## src/rtl/uart_module.sv

```systemverilog
// uart_module: 8N1 UART with a burst transmitter (auto-incrementing byte)
// and an independent receiver. Tx and Rx share one clock.
// Optional feature macro: UART_PARITY_EN -- adds an even-parity bit between
// data bit 7 and the stop bit on both directions (11-bit frames); the
// receiver drops frames whose parity does not match.
module uart_module #(
    parameter int         CLKS_PER_BIT     = 4,
    parameter int         FRAMES_PER_BURST = 4,
    parameter logic [7:0] INIT_DATA        = 8'hA5
) (
    input  logic       clk,
    input  logic       rst,
    input  logic       tx_ctr,
    input  logic       Rx,
    output logic       Tx,
    output logic [7:0] data,
    output logic [7:0] tx_data
);

    localparam logic [15:0] BIT_LAST   = 16'(CLKS_PER_BIT - 1);
    localparam logic [15:0] HALF_LAST  = 16'(CLKS_PER_BIT / 2 - 1);
    localparam logic [7:0]  FRAME_LAST = 8'(FRAMES_PER_BURST - 1);

    // Both FSMs share one encoding; PARITY is only reachable with UART_PARITY_EN.
    typedef enum logic [2:0] {
        ST_IDLE   = 3'd0,
        ST_START  = 3'd1,
        ST_DATA   = 3'd2,
        ST_PARITY = 3'd3,
        ST_STOP   = 3'd4
    } state_t;

    // ---------------- trigger path and RX synchronizer ----------------
    logic ctr_q, ctr_prev_q, trig_q, trig_d;
    logic rx_meta_q, rx_sync_q, rx_prev_q;

    // A trigger is tx_ctr seen high while its previous sample was low.
    assign trig_d = ctr_q & ~ctr_prev_q;

    // Input registers: tx_ctr sample, its previous value, the trigger pulse,
    // and the two-flop Rx synchronizer plus a delayed copy for edge detection.
    always_ff @(posedge clk) begin
        if (rst) begin
            ctr_q      <= 1'b0;
            ctr_prev_q <= 1'b0;
            trig_q     <= 1'b0;
            rx_meta_q  <= 1'b1;
            rx_sync_q  <= 1'b1;
            rx_prev_q  <= 1'b1;
        end else begin
            ctr_q      <= tx_ctr;
            ctr_prev_q <= ctr_q;
            trig_q     <= trig_d;
            rx_meta_q  <= Rx;
            rx_sync_q  <= rx_meta_q;
            rx_prev_q  <= rx_sync_q;
        end
    end

    // ---------------- transmitter ----------------
    state_t      tx_state_q, tx_state_d;
    logic [15:0] tx_cnt_q, tx_cnt_d;
    logic [2:0]  tx_bit_q, tx_bit_d;
    logic [7:0]  tx_frame_q, tx_frame_d;
    logic [7:0]  tx_data_q, tx_data_d;
    logic        tx_q, tx_d;
    logic        tx_bit_end;

    // TX next state; the line value is derived from the next state so that
    // Tx is registered and aligned with the state register.
    always_comb begin
        tx_state_d = tx_state_q;
        tx_cnt_d   = tx_cnt_q;
        tx_bit_d   = tx_bit_q;
        tx_frame_d = tx_frame_q;
        tx_data_d  = tx_data_q;
        tx_d       = 1'b1;
        tx_bit_end = (tx_cnt_q == BIT_LAST);

        case (tx_state_q)
            ST_IDLE: begin
                tx_cnt_d = 16'd0;
                if (trig_q) begin
                    tx_state_d = ST_START;
                    tx_frame_d = 8'd0;
                end
            end
            ST_START: begin
                if (tx_bit_end) begin
                    tx_cnt_d   = 16'd0;
                    tx_bit_d   = 3'd0;
                    tx_state_d = ST_DATA;
                end else begin
                    tx_cnt_d = tx_cnt_q + 16'd1;
                end
            end
            ST_DATA: begin
                if (tx_bit_end) begin
                    tx_cnt_d = 16'd0;
                    if (tx_bit_q == 3'd7) begin
`ifdef UART_PARITY_EN
                        tx_state_d = ST_PARITY;
`else
                        tx_state_d = ST_STOP;
`endif
                    end else begin
                        tx_bit_d = tx_bit_q + 3'd1;
                    end
                end else begin
                    tx_cnt_d = tx_cnt_q + 16'd1;
                end
            end
`ifdef UART_PARITY_EN
            ST_PARITY: begin
                if (tx_bit_end) begin
                    tx_cnt_d   = 16'd0;
                    tx_state_d = ST_STOP;
                end else begin
                    tx_cnt_d = tx_cnt_q + 16'd1;
                end
            end
`endif
            ST_STOP: begin
                if (tx_bit_end) begin
                    // Advance the byte as the stop bit ends so it is stable for a whole frame.
                    tx_cnt_d  = 16'd0;
                    tx_data_d = tx_data_q + 8'd1;
                    if (tx_frame_q == FRAME_LAST) begin
                        tx_state_d = ST_IDLE;
                    end else begin
                        tx_frame_d = tx_frame_q + 8'd1;
                        tx_state_d = ST_START;
                    end
                end else begin
                    tx_cnt_d = tx_cnt_q + 16'd1;
                end
            end
            default: tx_state_d = ST_IDLE;
        endcase

        case (tx_state_d)
            ST_START:  tx_d = 1'b0;
            ST_DATA:   tx_d = tx_data_q[tx_bit_d];
`ifdef UART_PARITY_EN
            ST_PARITY: tx_d = ^tx_data_q;
`endif
            default:   tx_d = 1'b1;
        endcase
    end

    // TX state register; reset aborts any burst and idles the line.
    always_ff @(posedge clk) begin
        if (rst) begin
            tx_state_q <= ST_IDLE;
            tx_cnt_q   <= 16'd0;
            tx_bit_q   <= 3'd0;
            tx_frame_q <= 8'd0;
            tx_data_q  <= INIT_DATA;
            tx_q       <= 1'b1;
        end else begin
            tx_state_q <= tx_state_d;
            tx_cnt_q   <= tx_cnt_d;
            tx_bit_q   <= tx_bit_d;
            tx_frame_q <= tx_frame_d;
            tx_data_q  <= tx_data_d;
            tx_q       <= tx_d;
        end
    end

    // ---------------- receiver ----------------
    state_t      rx_state_q, rx_state_d;
    logic [15:0] rx_cnt_q, rx_cnt_d;
    logic [2:0]  rx_bit_q, rx_bit_d;
    logic [7:0]  rx_shift_q, rx_shift_d;
    logic [7:0]  rx_data_q, rx_data_d;
    logic        rx_bit_end;
`ifdef UART_PARITY_EN
    logic        rx_par_err_q, rx_par_err_d;
`endif

    // RX next state: mid-start-bit glitch check, then one sample per bit time.
    always_comb begin
        rx_state_d = rx_state_q;
        rx_cnt_d   = rx_cnt_q;
        rx_bit_d   = rx_bit_q;
        rx_shift_d = rx_shift_q;
        rx_data_d  = rx_data_q;
`ifdef UART_PARITY_EN
        rx_par_err_d = rx_par_err_q;
`endif
        rx_bit_end = (rx_cnt_q == BIT_LAST);

        case (rx_state_q)
            ST_IDLE: begin
                rx_cnt_d = 16'd0;
                if (rx_prev_q && !rx_sync_q) begin
                    rx_state_d = ST_START;
                end
            end
            ST_START: begin
                if (rx_cnt_q == HALF_LAST) begin
                    rx_cnt_d   = 16'd0;
                    rx_bit_d   = 3'd0;
                    rx_state_d = rx_sync_q ? ST_IDLE : ST_DATA;
                end else begin
                    rx_cnt_d = rx_cnt_q + 16'd1;
                end
            end
            ST_DATA: begin
                if (rx_bit_end) begin
                    rx_cnt_d   = 16'd0;
                    rx_shift_d = {rx_sync_q, rx_shift_q[7:1]};
                    if (rx_bit_q == 3'd7) begin
`ifdef UART_PARITY_EN
                        rx_state_d = ST_PARITY;
`else
                        rx_state_d = ST_STOP;
`endif
                    end else begin
                        rx_bit_d = rx_bit_q + 3'd1;
                    end
                end else begin
                    rx_cnt_d = rx_cnt_q + 16'd1;
                end
            end
`ifdef UART_PARITY_EN
            ST_PARITY: begin
                if (rx_bit_end) begin
                    rx_cnt_d     = 16'd0;
                    rx_par_err_d = rx_sync_q ^ (^rx_shift_q);
                    rx_state_d   = ST_STOP;
                end else begin
                    rx_cnt_d = rx_cnt_q + 16'd1;
                end
            end
`endif
            ST_STOP: begin
                if (rx_bit_end) begin
                    rx_cnt_d   = 16'd0;
                    rx_state_d = ST_IDLE;
`ifdef UART_PARITY_EN
                    if (rx_sync_q && !rx_par_err_q) rx_data_d = rx_shift_q;
`else
                    if (rx_sync_q) rx_data_d = rx_shift_q;
`endif
                end else begin
                    rx_cnt_d = rx_cnt_q + 16'd1;
                end
            end
            default: rx_state_d = ST_IDLE;
        endcase
    end

    // RX state register; reset discards any partially received frame.
    always_ff @(posedge clk) begin
        if (rst) begin
            rx_state_q <= ST_IDLE;
            rx_cnt_q   <= 16'd0;
            rx_bit_q   <= 3'd0;
            rx_shift_q <= 8'd0;
            rx_data_q  <= 8'd0;
`ifdef UART_PARITY_EN
            rx_par_err_q <= 1'b0;
`endif
        end else begin
            rx_state_q <= rx_state_d;
            rx_cnt_q   <= rx_cnt_d;
            rx_bit_q   <= rx_bit_d;
            rx_shift_q <= rx_shift_d;
            rx_data_q  <= rx_data_d;
`ifdef UART_PARITY_EN
            rx_par_err_q <= rx_par_err_d;
`endif
        end
    end

    assign Tx      = tx_q;
    assign tx_data = tx_data_q;
    assign data    = rx_data_q;

endmodule

```

## config.mk

```make
export PLATFORM = sky130hd
export DESIGN_NAME = uart_module
export DESIGN_NICKNAME = d
export VERILOG_FILES = /design/src/rtl/uart_module.sv
export SDC_FILE = /design/constraint.sdc
export NUM_CORES = 1
export LEC_CHECK = 0
export BUFFER_PORTS_ARGS = -buffer_cell sky130_fd_sc_hd__buf_2
export CORE_UTILIZATION = 30
export CTS_CLUSTER_SIZE = 16
export DETAILED_ROUTE_END_ITERATION = 10
export SETUP_SLACK_MARGIN = 0.1
export SYNTH_ARGS = -nofsm -noshare
export SYNTH_HDL_FRONTEND = slang
export SYNTH_SLANG_ARGS = --single-unit
export TNS_END_PERCENT = 20
```

## constraint.sdc

```tcl
create_clock -name clk -period 2.8 [get_ports clk]
set_input_delay 0.7 -clock clk [delete_from_list [all_inputs] [get_ports clk]]
set_output_delay 0.7 -clock clk [all_outputs]
set_load 0.005 [all_outputs]
```

Yosys cells after proc, flatten, opt, wreduce, memory -nomap -nowiden:

Cells that the tools add are included.

* $add $sub $neg: 6
* order comparisons: 1
* equality and inequality tests: 23
* multiplexer cells: 34
* bitwise operators: 2
* reduce and logical (&&, ||, !) cells: 16

Operator list (number)
* 16-bit 2-to-1 mux: 3
* 3-bit 2-to-1 mux: 16
* 16-bit case mux with 3 select lines: 1
* 16-bit by 1-bit adder with 16-bit output (second input constant): 2
* 16-bit by 2-bit == test with 1-bit output (second input constant): 2
* 16-bit case mux with 2 select lines: 1
* 8-bit 2-to-1 mux: 3
* 3-bit case mux with 4 select lines: 2
* 2-bit != test (second input constant): 9
* 8-bit by 1-bit adder with 8-bit output (second input constant): 2
* 16-bit by 1-bit == test with 1-bit output (second input constant): 1
* 8-bit case mux with 2 select lines: 1
* 3-bit == test (second input constant): 4
* 3-bit case mux with 2 select lines: 2
* 3-bit by 1-bit == test with 1-bit output (second input constant): 3
* 3-bit by 2-bit == test with 1-bit output (second input constant): 3
* 8-bit by 2-bit == test with 1-bit output (second input constant): 1
* 4-bit AND reduction: 2
* 3-bit by 1-bit adder with 3-bit output (second input constant): 2
* 3-bit zero test: 2
* 2-bit nonzero test: 3
* 5-bit AND reduction: 1
* 3-bit by 4-bit less-than comparator with 1-bit output (second input constant): 1
* 2-bit AND reduction: 2
* 12 further kinds: 13

* bits in registers: 83
* bits of input ports: 4
* output and inout port bits: 17
* word-level logic and storage cells: 99

Depth between registers and ports, before layout:

Gate-level depths: netlist (run 1).

* word-level depth: 7
* mapped depth: 9
* gate-level depth less buffers: 8

Least setup slack after synthesis (run 1):

Ideal clock, no wire load.

* path kind: reg-to-reg
* start point: register tx_cnt_q[0]
* end point: register tx_q (netlist: Tx)
* library setup time: 86 ps
* data arrival time: 2222 ps
* data required time: 2714 ps
* path slack: 492 ps
* cell stages (with the launch flop): 9
* buffers on the path: 0
* period minus slack after synthesis: 2308 ps
* cells stage by stage: dfxtp_1 -> ha_1 -> nor4b_2 -> nand4_1 -> or3_1 -> mux2_4 -> mux2i_1 -> mux2_2 -> a221oi_2

* cells in the longest elaborated chain, start to end: 6
* elaborated cells on any way between the ends: 13
* those cells by class: 3 x eq/ne; 10 x mux

Ends and longest elaborated chain
* from (decl): RTL line 62 `logic [15:0] tx_cnt_q, tx_cnt_d;`
* from (signal assigned): RTL line 162 `tx_cnt_q <= tx_cnt_d;`
* 16-bit by 2-bit == test with 1-bit output *: RTL line 78 `tx_bit_end = (tx_cnt_q == BIT_LAST);`
* 3-bit 2-to-1 mux, on equally long branches: RTL line 98, 89
* 3-bit case mux with 2 select lines: RTL line 80 `case (tx_state_q)`
* 1-bit binary-select mux with 3-bit select: RTL line 143 `ST_DATA: tx_d = tx_data_q[tx_bit_d];`
* 1-bit 2-to-1 mux (not written as such): RTL line 143
* 1-bit case mux with 2 select lines *: RTL line 141 `case (tx_state_d)`
* to (signal assigned): RTL line 166 `tx_q <= tx_d;`
* to (decl): RTL line 66 `logic tx_q, tx_d;`

Every way passes the cells marked *; elsewhere a longest branch is shown, timed or not. The select of a mux whose other input is x is not followed.
A chain may end at the register's enable or synchronous reset.

Final worst setup path (run 1):

Same ends and word-level chain as after synthesis.

==> reports/results.ini, run 1 <==
[critical_path]
cpMaxStageDelayCell=or3_1
cp_data_required_time_ps=3050
cp_cell_sequence=ha_1 -> nor4b_2 -> nand4_1 -> or3_1 -> mux2_4 -> mux2i_1 -> mux2_2 -> a221oi_2
start_kind=register
critical_path_arrival_ps=2790
path_max_fanout=5
max_stage_delay_ps=430
path_class=reg -> reg
end_kind=register

[place]
dp_hpwl_um=4690
io_buffers=20
place_congestion=0.784

[sta]
fmaxAchievable_ghz=0.394
holdWs_ps=389
period_minus_slack_ps=2540
rsz0062_at_grt=no
slew_violations=0
finalClockSkew_ps=7.76
max_slew.worst_pin.slew_ps=558
hold_viol_final=0
fin_setup_tns_ps=0
relSlewSlack=0.626
fin_crit_sh=0.907
setup_violations=0

[route]
routed.top_layer=met4
drt-total-wl_um=6800
wl_met2_um=3070
drc=0
wl_met1_um=3410
vias=2832
ant_nets=0
avgRoutedWirePerCell_um=11.1
viasPerCell=4.64
wl_met3_um=186
dr.first_iter.drc_count=138
drt_pass1_iterations=4

[clock_network]
numCtsBuffers=9
cts_tree=yes
htree_levels=3
cts_max_path_buffers=2
cts.clk_slew.worst_paths_ps=60
cts.sinks=83
root_buffer=clkbuf_16
ctsResizeCount=0
clkLatencyLatePin_ps=340

[pwr]
p_total_w=0.00246
leakagePower_nw=1.60
cellPowerDensity_nw_per_um2=568
vdd_drop_max_uv=331

[final_layout]
nets=450
n_antenna_cell=0
area_delta_synth_final_pct=16.2
final_util=0.360
drive_gt1_frac=0.133

[synth]
synth_area_leaders=dfxtp_1 45%, nor2_1 8.3%, mux2i_1 6.2%
yosys_warnings=0
synth_common_cells=83 x dfxtp_1, 83 x nor2_1, 23 x mux2i_1, 23 x xor2_1, 22 x nand2_1
ys_seq_area_frac=0.445
yosysUniqueCellTypes=45
ys.flop_type=dfxtp_1
syn_inst=418
synth_top_area_frac=0.445
synth-seq-cells=83
synthArstFlopShare=0
syn_area_per_cell_um2=8.93
synth_top_area_cell=dfxtp_1
syn_nets=430
synthesis.area_um2=3730
synth-edff-count=0

[outcome]
status=finished clean

[global_routing]
grt_start_max_net_pins=43
grt_pass1_vias=2717
overflow=0
grt_pass1_wl_um=12100
grt_usage=0.116
grt_antenna_before_repair=0

[worst_hold_path]
hp-class=reg -> reg

[floorplan]
ioPinCount=21
row_count=40
design.core.area_um2=12100
die_h_um=114
initial_core_util=0.310
die_w_um=114
dieArea_um2=12900

[run]
maxCapViolations=0

[cell families after synthesis]
logic type / count (synthesis) / synth area share
xor+xnor: 37 / 0.0868
flops: 83 / 0.445
compound gates: 40 / 0.0674
mux: 27 / 0.0747
simple gates: 200 / 0.273
buf+inv: 22 / 0.0231
fa+ha+maj: 9 / 0.0295
[placed cells by master (no fill, tap or decap), types with 2 or more instances in the layout]
master	count
buf_2	20
a211oi_1	2
nand3_1	12
ha_1	8
inv_1	5
clkinvlp_4	2
or2_2	7
nor4_1	4
dfxtp_1	83
a21oi_1	15
nor4b_1	2
mux2_2	3
xor2_1	23
nand2b_1	7
a22oi_1	6
nor3_2	2
and3_1	8
buf_4	6
and2_1	3
or3_1	7
clkbuf_8	3
clkbuf_16	9
nand4_1	16
nor2_1	83
and4_1	3
mux2i_1	23
xnor2_1	14
nor2b_1	10
nor3_1	8
o21ai_0	9
nand2_1	22
[what timing repair did]
action	4_1_cts	5_1_grt
setup buffers	0	2
hold buffers	0	0
endpoints found under the setup margin	0	1
[metrics by stage]
stage,instances,worst slack [ps],instance area (um^2)
detailed placement,593,234,4010
CTS,609,183,4320
floorplan,418,492,3730
finish,611,260,4340
global placement,593,314,4010
global route,611,95.4,4340
[critical path: cells and delay by family, from the launching register on]
kind,cells,cell delay (ps)
muxes,3,730
AOI/OAI and AO/OA,1,230
and+or+nand+nor,3,910
adders and majority gates,1,220
DFF,1,370
[final cells by class]
cell class                      count  area, um^2
Sequential cell                    83        1660
Tap cell                          168         210
Inverter                            5        18.8
Timing Repair Buffer               26         145
Multi-Input combinational cell    313        1990
Clock inverter                      3        45.0
Fill cell                        1247        7720
Clock buffer                       13         270
[per-layer routing]
metal  up-vias  GRT usage
met1      1312      0.145
met2        29      0.186
li1       1481          -
met4         0     0.0605
met5         -          0
met3        10     0.0292
[report_power, final]
group | switching (W) | internal (W) | total, W
registers | 0.00000892 | 0.00119 | 0.00120
logic | 0.0000326 | 0.0000181 | 0.0000507
clock network | 0.000451 | 0.000763 | 0.00121
[flip-flops by register name, summed over array words and instances (netlist names)]
| name | cells |
|---|---|
| trig_q | 1 |
| data | 8 |
| tx_frame_q | 8 |
| rx_bit_q | 3 |
| rx_sync_q | 1 |
| rx_cnt_q | 16 |
| Tx | 1 |
| tx_bit_q | 3 |
| ctr_prev_q | 1 |
| rx_prev_q | 1 |
| rx_meta_q | 1 |
| rx_shift_q | 8 |
| ctr_q | 1 |
| tx_state_q | 3 |
| rx_state_q | 3 |
| tx_cnt_q | 16 |
| tx_data | 8 |
[final timing paths]
path	cells past startpoint	endpoint	slack [ps]	startpoint
max	8	Tx	260	tx_cnt_q[0]
min	1	trig_q	390	ctr_prev_q
max reg2reg	8	Tx	260	tx_cnt_q[0]
min reg2reg	1	trig_q	390	ctr_prev_q
No activity file was read; power rests on OpenSTA's default activity.
==> inputs of run 2 (changes only) <==
Clock period 2.8 ns to 2.16 ns, I/O delays scaled along.
==> run 2 against run 1 <==
Effect of this change: sequential power rose by 29%; hold slack lost 2.7 ps; the run now ends with negative setup slack left; clock skew fell by 1.5 ps; clock power increased by 45%; cell area increased by 8.3%; register-to-register slack lost 380 ps; sequential share of layout area is 2.9 points lower; combinational power up 59%; power grew 37%; largest power group unchanged; global-route usage increased by 0.52 points; first-iteration DRC count decreased by 7.2%.
==> reports/results.ini, run 2 (synthesis gave the netlist of run 1 again) <==
[clock_network]
clkLatencyLatePin_ps=330  ; was 340 ps
htree_levels=3  ; unchanged
numCtsBuffers=9  ; unchanged
cts.clk_slew.worst_paths_ps=60  ; about the same
holdBufCountCts=0  ; unchanged
cts.sinks=83  ; unchanged
cts_tree=yes  ; unchanged
root_buffer=clkbuf_16  ; unchanged
cts_max_path_buffers=2  ; unchanged

[critical_path]
cp_cell_sequence=ha_4 -> nor4b_4 -> nand4_1 -> or3_1 -> mux2_4 -> mux2i_1 -> mux2_4 -> a221oi_2  ; was ha_1 -> nor4b_2 -> nand4_1 -> or3_1 -> mux2_4 -> mux2i_1 -> mux2_2 -> a221oi_2
worst_path_most_repeated_cell=mux2_4
max_stage_delay_ps=350  ; was 430 ps
worst-path-stages=8  ; unchanged
cp-startpoint=tx_cnt_q[1]  ; was tx_cnt_q[0]
crit_buf_inv=0  ; unchanged
cp_top_family=simple AND/OR/NAND/NOR gates  ; unchanged
path_class=reg -> reg  ; unchanged
critical_path_arrival_ps=2530  ; was 2790 ps
worstRegToRegCells=8  ; unchanged
path_max_fanout=5  ; unchanged
start_kind=register  ; unchanged
cpMaxStageDelayCell=dfxtp_2  ; was or3_1
r2r-start=tx_cnt_q[1]  ; was tx_cnt_q[0]
cp_data_required_time_ps=2410  ; was 3050 ps
end_kind=register  ; unchanged

[route]
viasPerCell=4.69  ; was 4.64
dr.first_iter.drc_count=128  ; was 138
drc=0  ; unchanged
ant_nets=0  ; unchanged
vias=3011  ; was 2,832
avgRoutedWirePerCell_um=11.4  ; was 11.1 um
drt-total-wl_um=7330  ; was 6800 um
drt_pass1_iterations=5  ; was 4

[sta]
fin_setup_tns_ps=-121  ; was 0 ps
fmaxAchievable_ghz=0.438  ; was 0.394 GHz
setup_violations=1  ; was 0
slew_violations=0  ; unchanged
relSlewSlack=0.686  ; was 0.626
finalClockSkew_ps=6.28  ; was 7.76 ps
holdWs_ps=386  ; was 389 ps
hold_viol_final=0  ; unchanged
fin_crit_sh=1.06  ; was 0.907
fin_ws_ps=-121  ; was 260 ps
max_slew.worst_pin.slew_ps=471  ; was 558 ps
period_minus_slack_ps=2280  ; was 2540 ps
rsz0062_at_grt=yes  ; was no

[global_routing]
grt_antenna_before_repair=0  ; unchanged
grt_pass1_wl_um=12600  ; was 12,100 um
overflow=0  ; unchanged
grt_pass1_vias=2850  ; was 2,717
grt_usage=0.121  ; was 0.116
grt_start_max_net_pins=23  ; was 43

[floorplan]
dieArea_um2=12900  ; unchanged
design.core.area_um2=12100  ; unchanged
ioPinCount=21  ; unchanged
die_w_um=114  ; unchanged
die_h_um=114  ; unchanged
initial_core_util=0.310  ; unchanged
row_count=40  ; unchanged

[final_layout]
reg_top3=rx_cnt_q x16, tx_cnt_q x16  ; unchanged
drive_gt1_frac=0.222  ; was 0.133
n_antenna_cell=0  ; unchanged
area_delta_synth_final_pct=25.7  ; was 16.2%
final_util=0.389  ; was 0.360
nets=481  ; was 450
layout.cells.non_filler=642  ; was 611
layout_common_cells=81 x dfxtp_1, 81 x nor2_1, 36 x buf_4, 23 x xor2_1, 23 x mux2i_1  ; was 83 x dfxtp_1, 83 x nor2_1, 23 x xor2_1, 23 x mux2i_1, 22 x nand2_1

[worst_hold_path]
hp-class=in -> reg  ; was reg -> reg
hp-start=Rx  ; was ctr_prev_q
holdPathStages=2  ; was 1

[outcome]
status=finished, violations left  ; was finished clean
violations=negative setup slack

[pwr]
leakagePower_nw=1.79  ; was 1.60 nW
vdd_drop_max_uv=438  ; was 331 uV
cellPowerDensity_nw_per_um2=721  ; was 568 nW/um^2

[place]
place_congestion=0.775  ; was 0.784
dp.cells=621  ; was 593
dp_hpwl_um=5220  ; was 4690 um
io_buffers=20  ; unchanged

[run]
maxCapViolations=0  ; unchanged

run 2: cell types whose count changed in the layout (fill, tap and decap cells not counted), sizes merged:
cell and change:
bufinv +2, buf +31, clkinv +3, clkinvlp -2, clkbuf -3
run 2: timing repair:
| action | CTS | global route |
|---|---|---|
| resized for setup | 1 | 17 |
| buffers inserted | 0 | 5 |
| endpoints found under the setup margin | 3 | 13 |
| pin swaps | 0 | 7 |
| endpoints found under the hold margin | 0 | 0 |
run 2: stage by stage:
stage / total power, W / worst slack (ps) / area [um^2]
after floorplan: 0.00164 / -11.6 / 3760
after global placement: 0.00166 / -24.2 / 4240
after detailed placement: 0.00166 / -73.0 / 4240
after CTS: 0.00343 / -105 / 4590
after global routing: 0.00351 / -246 / 4690
final: 0.00339 / -121 / 4690
run 2: worst register-to-register path, cell delays in order, from the launching register on:
cell and delay (ps):
dfxtp_2 350, ha_4 130, nor4b_4 250, nand4_1 160, or3_1 360, mux2_4 320
mux2i_1 130, mux2_4 280, a221oi_2 230
run 2: cell type report:
cell class | instances | area [um^2]
Multi-Input combinational cell | 313 | 2070
Clock inverter | 6 | 113
Fill cell | 1193 | 7370
Clock buffer | 10 | 239
Sequential cell | 83 | 1660
Inverter | 5 | 18.8
Tap cell | 168 | 210
Timing Repair Buffer | 57 | 382
run 2: layer usage:
metal	share of wire	up-vias	global-route usage
li1	-	1544	-
met1	0.47	1419	0.144
met2	0.49	41	0.209
met3	0.026	7	0.0239
met4	0.015	0	0.0596
met5	0	-	0
run 2: where the power goes:
group / switching (W) / total [W] / internal [W] / leakage (nW)
registers: 0.00000961 / 0.00155 / 0.00154 / 0.671
clock network: 0.000593 / 0.00175 / 0.00116 / 0.173
logic: 0.0000478 / 0.0000806 / 0.0000327 / 0.951
total: 0.000650 / 0.00339 / 0.00274 / 1.79
run 2: path summary, 6_finish.rpt:
path,to,slack (ps)
setup / recovery,Tx,-120
hold / removal,rx_meta_q,390
setup reg to reg,Tx,-120
hold reg to reg,trig_q,390
